==> src/rtl/ov7670_transmitter.sv <==
// OV7670 sensor emulator: builds PCLK/VSYNC/HREF/byte timing from a 1-cycle-latency frame buffer.
// IDLE: PCLK low, waiting | VSYNC: VS high | VFRONT: blank before rows | ACTIVE: HREF, bytes | HBLANK: line gap | VBACK: frame tail
module ov7670_transmitter #(
  parameter int DATA_WIDTH = 8,
  parameter int H_WIDTH    = 320,
  parameter int V_WIDTH    = 240,
  parameter int PXL_WIDTH  = 16,
  parameter int PCLK_DIV   = 2,
  parameter int H_BLANK    = 144,
  parameter int VS_LINES   = 3,
  parameter int V_FRONT    = 17,
  parameter int V_BACK     = 10
) (
  input  logic                         i_clk,
  input  logic                         i_n_reset,
  input  logic                         i_start,
  input  logic                         i_stop,
  output logic                         o_busy,
  output logic                         o_frame_done,
  output logic                         o_pix_rd,
  output logic [$clog2(H_WIDTH):0]     o_h_addr,
  output logic [$clog2(V_WIDTH):0]     o_v_addr,
  input  logic [PXL_WIDTH-1:0]         i_pixel_data,
  output logic                         o_PCLK,
  output logic                         o_VS,
  output logic                         o_HS,
  output logic [DATA_WIDTH-1:0]        o_DATA
);
  localparam int LINE = 2*H_WIDTH + H_BLANK;
  localparam int HW   = $clog2(H_WIDTH) + 1;
  localparam int VW   = $clog2(V_WIDTH) + 1;
  localparam int PW   = $clog2(LINE + 1);
  localparam int LW   = $clog2(VS_LINES + V_FRONT + V_BACK + 1);
  localparam int DCW  = $clog2(PCLK_DIV);

  typedef enum logic [5:0] {
    IDLE   = 6'b000001,
    VSYNC  = 6'b000010,
    VFRONT = 6'b000100,
    ACTIVE = 6'b001000,
    HBLANK = 6'b010000,
    VBACK  = 6'b100000
  } state_t;

  state_t                  state;
  logic [DCW-1:0]          div_cnt;
  logic [PW-1:0]           pcnt;
  logic [LW-1:0]           lcnt;
  logic [VW-1:0]           row;
  logic                    stop_pend;
  logic                    rd_d;
  logic [PXL_WIDTH-1:0]    pix_q;
  logic                    wrap, fall, rise, line_end;
  logic [2*DATA_WIDTH-1:0] p_ext;

  // state/pcnt always describe the period the next fall tick will launch
  assign wrap     = (state != IDLE) && (div_cnt == DCW'(PCLK_DIV - 1));
  assign fall     = wrap && o_PCLK;
  assign rise     = wrap && !o_PCLK;
  assign line_end = (pcnt == PW'(LINE - 1));
  // with PCLK_DIV=2 the read data lands on the very launch cycle, so bypass the register
  assign p_ext    = (2*DATA_WIDTH)'(rd_d ? i_pixel_data : pix_q);

  always_ff @(posedge i_clk or negedge i_n_reset) begin
    if (!i_n_reset) begin
      state        <= IDLE;
      div_cnt      <= '0;
      pcnt         <= '0;
      lcnt         <= '0;
      row          <= '0;
      stop_pend    <= 1'b0;
      rd_d         <= 1'b0;
      pix_q        <= '0;
      o_busy       <= 1'b0;
      o_frame_done <= 1'b0;
      o_pix_rd     <= 1'b0;
      o_h_addr     <= '0;
      o_v_addr     <= '0;
      o_PCLK       <= 1'b0;
      o_VS         <= 1'b0;
      o_HS         <= 1'b0;
      o_DATA       <= '0;
    end else begin
      o_frame_done <= 1'b0;
      o_pix_rd     <= 1'b0;
      rd_d         <= o_pix_rd;
      if (rd_d) pix_q <= i_pixel_data;
      if (i_stop && state != IDLE) stop_pend <= 1'b1;

      if (state == IDLE) begin
        o_PCLK  <= 1'b0;
        div_cnt <= '0;
        if (i_start) begin
          state     <= VSYNC;
          o_busy    <= 1'b1;
          o_PCLK    <= 1'b1;
          pcnt      <= '0;
          lcnt      <= '0;
          row       <= '0;
          stop_pend <= i_stop;
        end
      end else begin
        div_cnt <= wrap ? '0 : div_cnt + 1'b1;
        if (wrap) o_PCLK <= !o_PCLK;

        if (rise && state == ACTIVE && !pcnt[0]) begin
          o_pix_rd <= 1'b1;
          o_h_addr <= HW'(pcnt >> 1);
          o_v_addr <= row;
        end

        if (fall) begin
          o_VS   <= (state == VSYNC);
          o_HS   <= (state == ACTIVE);
          o_DATA <= '0;
          pcnt   <= pcnt + 1'b1;
          case (state)
            VSYNC: if (line_end) begin
              pcnt <= '0;
              if (lcnt == LW'(VS_LINES - 1)) begin
                lcnt  <= '0;
                state <= VFRONT;
              end else lcnt <= lcnt + 1'b1;
            end
            VFRONT: if (line_end) begin
              pcnt <= '0;
              if (lcnt == LW'(V_FRONT - 1)) begin
                lcnt  <= '0;
                state <= ACTIVE;
              end else lcnt <= lcnt + 1'b1;
            end
            ACTIVE: begin
              o_DATA <= pcnt[0] ? p_ext[DATA_WIDTH-1:0] : p_ext[2*DATA_WIDTH-1:DATA_WIDTH];
              if (pcnt == PW'(2*H_WIDTH - 1)) begin
                pcnt  <= '0;
                state <= HBLANK;
              end
            end
            HBLANK: if (pcnt == PW'(H_BLANK - 1)) begin
              pcnt <= '0;
              if (row == VW'(V_WIDTH - 1)) state <= VBACK;
              else begin
                row   <= row + 1'b1;
                state <= ACTIVE;
              end
            end
            VBACK: if (line_end) begin
              pcnt <= '0;
              if (lcnt == LW'(V_BACK - 1)) begin
                lcnt         <= '0;
                row          <= '0;
                o_frame_done <= 1'b1;
                if (stop_pend || i_stop) begin
                  state     <= IDLE;
                  o_busy    <= 1'b0;
                  stop_pend <= 1'b0;
                end else state <= VSYNC;
              end else lcnt <= lcnt + 1'b1;
            end
            default: state <= IDLE;
          endcase
        end
      end
    end
  end
endmodule
==> config.mk <==
export PLATFORM = sky130hd
export DESIGN_NAME = ov7670_transmitter
export DESIGN_NICKNAME = d
export VERILOG_FILES = /design/src/rtl/ov7670_transmitter.sv
export SDC_FILE = /design/constraint.sdc
export NUM_CORES = 1
export LEC_CHECK = 0
export BUFFER_PORTS_ARGS = -buffer_cell sky130_fd_sc_hd__buf_2
export CORE_UTILIZATION = 30
export DETAILED_ROUTE_END_ITERATION = 6
export HOLD_SLACK_MARGIN = 0.08
export PLACE_DENSITY = 0.51
export SYNTH_ARGS = -nofsm -noshare
export SYNTH_HDL_FRONTEND = slang
export SYNTH_SLANG_ARGS = --single-unit
==> constraint.sdc <==
create_clock -name i_clk -period 2.3 [get_ports i_clk]
set_input_delay 0.46 -clock i_clk [delete_from_list [all_inputs] [get_ports i_clk]]
set_output_delay 0.46 -clock i_clk [all_outputs]
set_load 0.01 [all_outputs]
==> flow_summary.yaml <==
final_layout:
  area_delta_synth_final_pct: 29.0
  post-route-cell-area_um2: 5010
  nets: 480
  drive_gt1_share_pct: 36.6
  final-instance-count-excl-fill: 631
  n_antenna_cell: 0
logic_synthesis:
  post_syn_nets: 389
  synth_cells: 363
  ys_seq_elements: 81
  yosys.area.top_type_share_pct: 51.5
  ys.flop_type: "sky130_fd_sc_hd__dfrtp_1"
  synth_cell_type_count: 60
  synth.yosys.seq_area_share_pct: 52.2
  netlist.top_cell.by_area: "sky130_fd_sc_hd__dfrtp_1"
  synth_common_cells: "80 x sky130_fd_sc_hd__dfrtp_1, 40 x sky130_fd_sc_hd__nor2_1, 33 x sky130_fd_sc_hd__mux2_2"
  synth_most_common_cell: "sky130_fd_sc_hd__dfrtp_1"
  post_synth_instance_area_um2: 3880
  asyncSetResetFlopFracSynth_pct: 100
  synthesis.area_per_instance_um2: 10.7
  ys_top_cells_by_area: "sky130_fd_sc_hd__dfrtp_1 52%, sky130_fd_sc_hd__mux2_2 9.6%, sky130_fd_sc_hd__nor2_1 3.9%"
  synth_edf_count: 0
  synthesis_warnings: 0
sta:
  hold_viol: 0
  finalCriticalPeriod_ps: 2340
  final-setup-viol-count: 5
  clock-skew-final_ps: 4.47
  max_freq_ghz: 0.427
  layout_setup_ws_ps: -42.7
  tightestPinTransition_ps: 694
  setup-tns-final_ps: -134
  slew_viols_final: 0
  timing.slew.headroom_pct: 53.7
  timing.final.crit_share_pct: 102
  rsz_0062_raised_after_global_routing: "yes"
global_route:
  globalRouteMet2Util_pct: 23.3
  grt_antenna_before_repair: 0
  track_usage_pct: 15.1
  grt.met3_usage_pct: 3.92
  grt.overflow.total: 0
  maximum_number_of_pins_on_one_net_before_global_route_repair: 35
  first_pass_grt_wire_length_um: 15500
  grt_util_met1_pct: 20.5
  busiest_layer: "met2"
  grt_pass1_vias: 3074
routing:
  detailedRoute.firstIterationViolations: 202
  drt-vias-per-instance: 4.89
  final_antenna_net_count: 0
  total_routed_wirelength_um: 9280
  routed-via-count: 3084
  detail_route.first_pass.iterations: 4
  drc_viols: 0
  routed_wire_length_per_instance_um: 14.7
placed_design:
  dp.final_hpwl_um: 6570
  placed_cells_incl_taps: 613
  globalplace.congestion: 0.865
  numPortBuffers: 51
  placed_cell_area_um2: 4640
setup_path:
  worstSetupStartpointType: "flop"
  path_max_fanout: 7
  timing.critical_path.to_type: "flop"
  timing.critical_path.required_ps: 2560
  regToRegStartpoint: "state[2]"
  number_of_cells_on_the_worst_reg_to_reg_path: 7
  criticalPathCategory: "reg2reg"
  cp_data_arrival_time_ps: 2600
  timing.reg2reg.setup_slack_ps: -40
  startpoint: "state[2]"
floorplanning:
  placeableCoreArea_um2: 12600
  floorplan.initialDensity_pct: 30.8
  core.rowCount: 41
  die_w_um: 116
  die_h_um: 116
  top_level_ports: 53
  die_area_um2: 13400
clock_tree:
  cts.htree.levels: 3
  clock-sinks: 81
  numCtsBuffers: 9
  clock_transition_time_at_the_flip_flop_clock_pins_of_the_worst_setup_and_hold_paths_ps: 60
  clock_latency_ps: 340
  cts_root_buf: "sky130_fd_sc_hd__clkbuf_16"
  tritoncts: "yes"
  clock_tree.buffer_depth: 2
hold_path:
  worstHoldPathCells: 2
  hold_class: "in2reg"
  worst_hold_startpoint: "i_pixel_data[11]"
run_status:
  status: "finished, violations left"
  violated_checks: "setup timing"
power:
  clockPowerShare_pct: 25.2
  internal_power_mw: 3.72
  power_frac_seq_pct: 34.6
  cellLeakagePower_nw: 2.44
  share_comb_of_total_power_pct: 40.2
  power.switching_fraction_pct: 36.2
  max-vdd-ir-drop_mv: 0.449
  power.switching_mw: 2.11
  power.density_nw_per_um2: 1160
  power_mw: 5.83
run:
  reported_max_cap_violation_count: 0
through the flow:
| step | util [%] | setup WS, ps | hold slack (ps) |
|---|---|---|---|
| after floorplan | - | -76.8 | 164 |
| after global placement | 36.7 | -12.0 | 360 |
| after detailed placement | 36.7 | -69.1 | 369 |
| after CTS | 39.3 | -43.2 | 361 |
| after global routing | 39.7 | -84.7 | 362 |
| final | 39.7 | -42.7 | 372 |
per-layer routing:
metal / vias to the layer above / routed length, um / part of all wire, %
li1: 1491 / - / -
met1: 1536 / 4620 / 50
met4: 0 / 126 / 1.4
met3: 9 / 306 / 3.3
met2: 48 / 4230 / 46
met5: - / 0 / 0
final timing paths:
path                        endpoint
min                        pix_q[11]
min in group asynchronous  o_DATA[5]
min reg2reg                     rd_d
max                         state[3]
max reg2reg                 state[3]
max in group asynchronous    pcnt[8]
power by group through the flow:
stage	logic (mW)	registers (mW)	clock network, mW
after floorplan	1.40	2.01	0
after global placement	2.23	2.02	0
after detailed placement	2.26	2.04	0
after CTS	2.28	2.01	1.51
after global routing	2.60	2.07	1.58
final	2.34	2.01	1.47
cells by family after synthesis:
kind of cell / count (synthesis) / synth area share [%]
adders and majority gates: 6 / 1.93
xor gates and xnor gates: 9 / 2.03
buffers and inverters: 26 / 2.61
other: 1 / 0.0965
AOI/OAI and AO/OA: 66 / 12.3
muxes: 39 / 11.5
DFF: 81 / 52.2
and+or+nand+nor: 135 / 17.4
critical path, cell delays in order (launching register included):
cell and delay [ps]:
sky130_fd_sc_hd__dfrtp_2 440, sky130_fd_sc_hd__or4_4 520, sky130_fd_sc_hd__or3_4 350, sky130_fd_sc_hd__and2_4 170, sky130_fd_sc_hd__o31a_1 300, sky130_fd_sc_hd__o2111ai_4 110, sky130_fd_sc_hd__buf_6 160, sky130_fd_sc_hd__mux2i_2 200
registers in the layout, indices dropped and copies added (netlist names), 5 cells and up:
name / cells
pix_q: 16
pcnt: 10
o_h_addr: 9
o_v_addr: 9
row: 9
o_DATA: 8
state: 6
lcnt: 5
final cells by class:
cell class	count	area, um2
clock buffers	9	225
clock inverters	7	77.6
fillers	1266	7610
inverters	8	30.0
multi-input cells	256	1800
flip-flops and latches	81	2030
well taps	172	215
repair buffers	98	629
repair_timing:
action                                  4_1_cts  5_1_grt
setup buffers                                 0        1
endpoints found under the hold margin        26        0
endpoints found under the setup margin        9       37
pin swaps                                     1        2
resized for setup                             1       12
hold buffers                                  1        0
cell usage in the layout, fill, tap and decap left out, drive strengths merged, types with 2 or more instances in the layout:
cell type,count
o31ai,4
nand2,30
or2,3
a31oi,5
or4,4
o21ai,23
a22o,3
mux2,36
a21oi,6
xnor2,5
and3,5
buf,97
nor2b,3
xor2,4
nand3b,2
ha,6
clkbuf,9
nor2,41
o211ai,2
mux2i,3
nor3,4
and2,2
inv,10
a21o,2
nand3,18
nor4,6
clkinv,4
or3,6
nand2b,5
o41ai,9
dfrtp,80
Power figures use the tool's default switching activity.
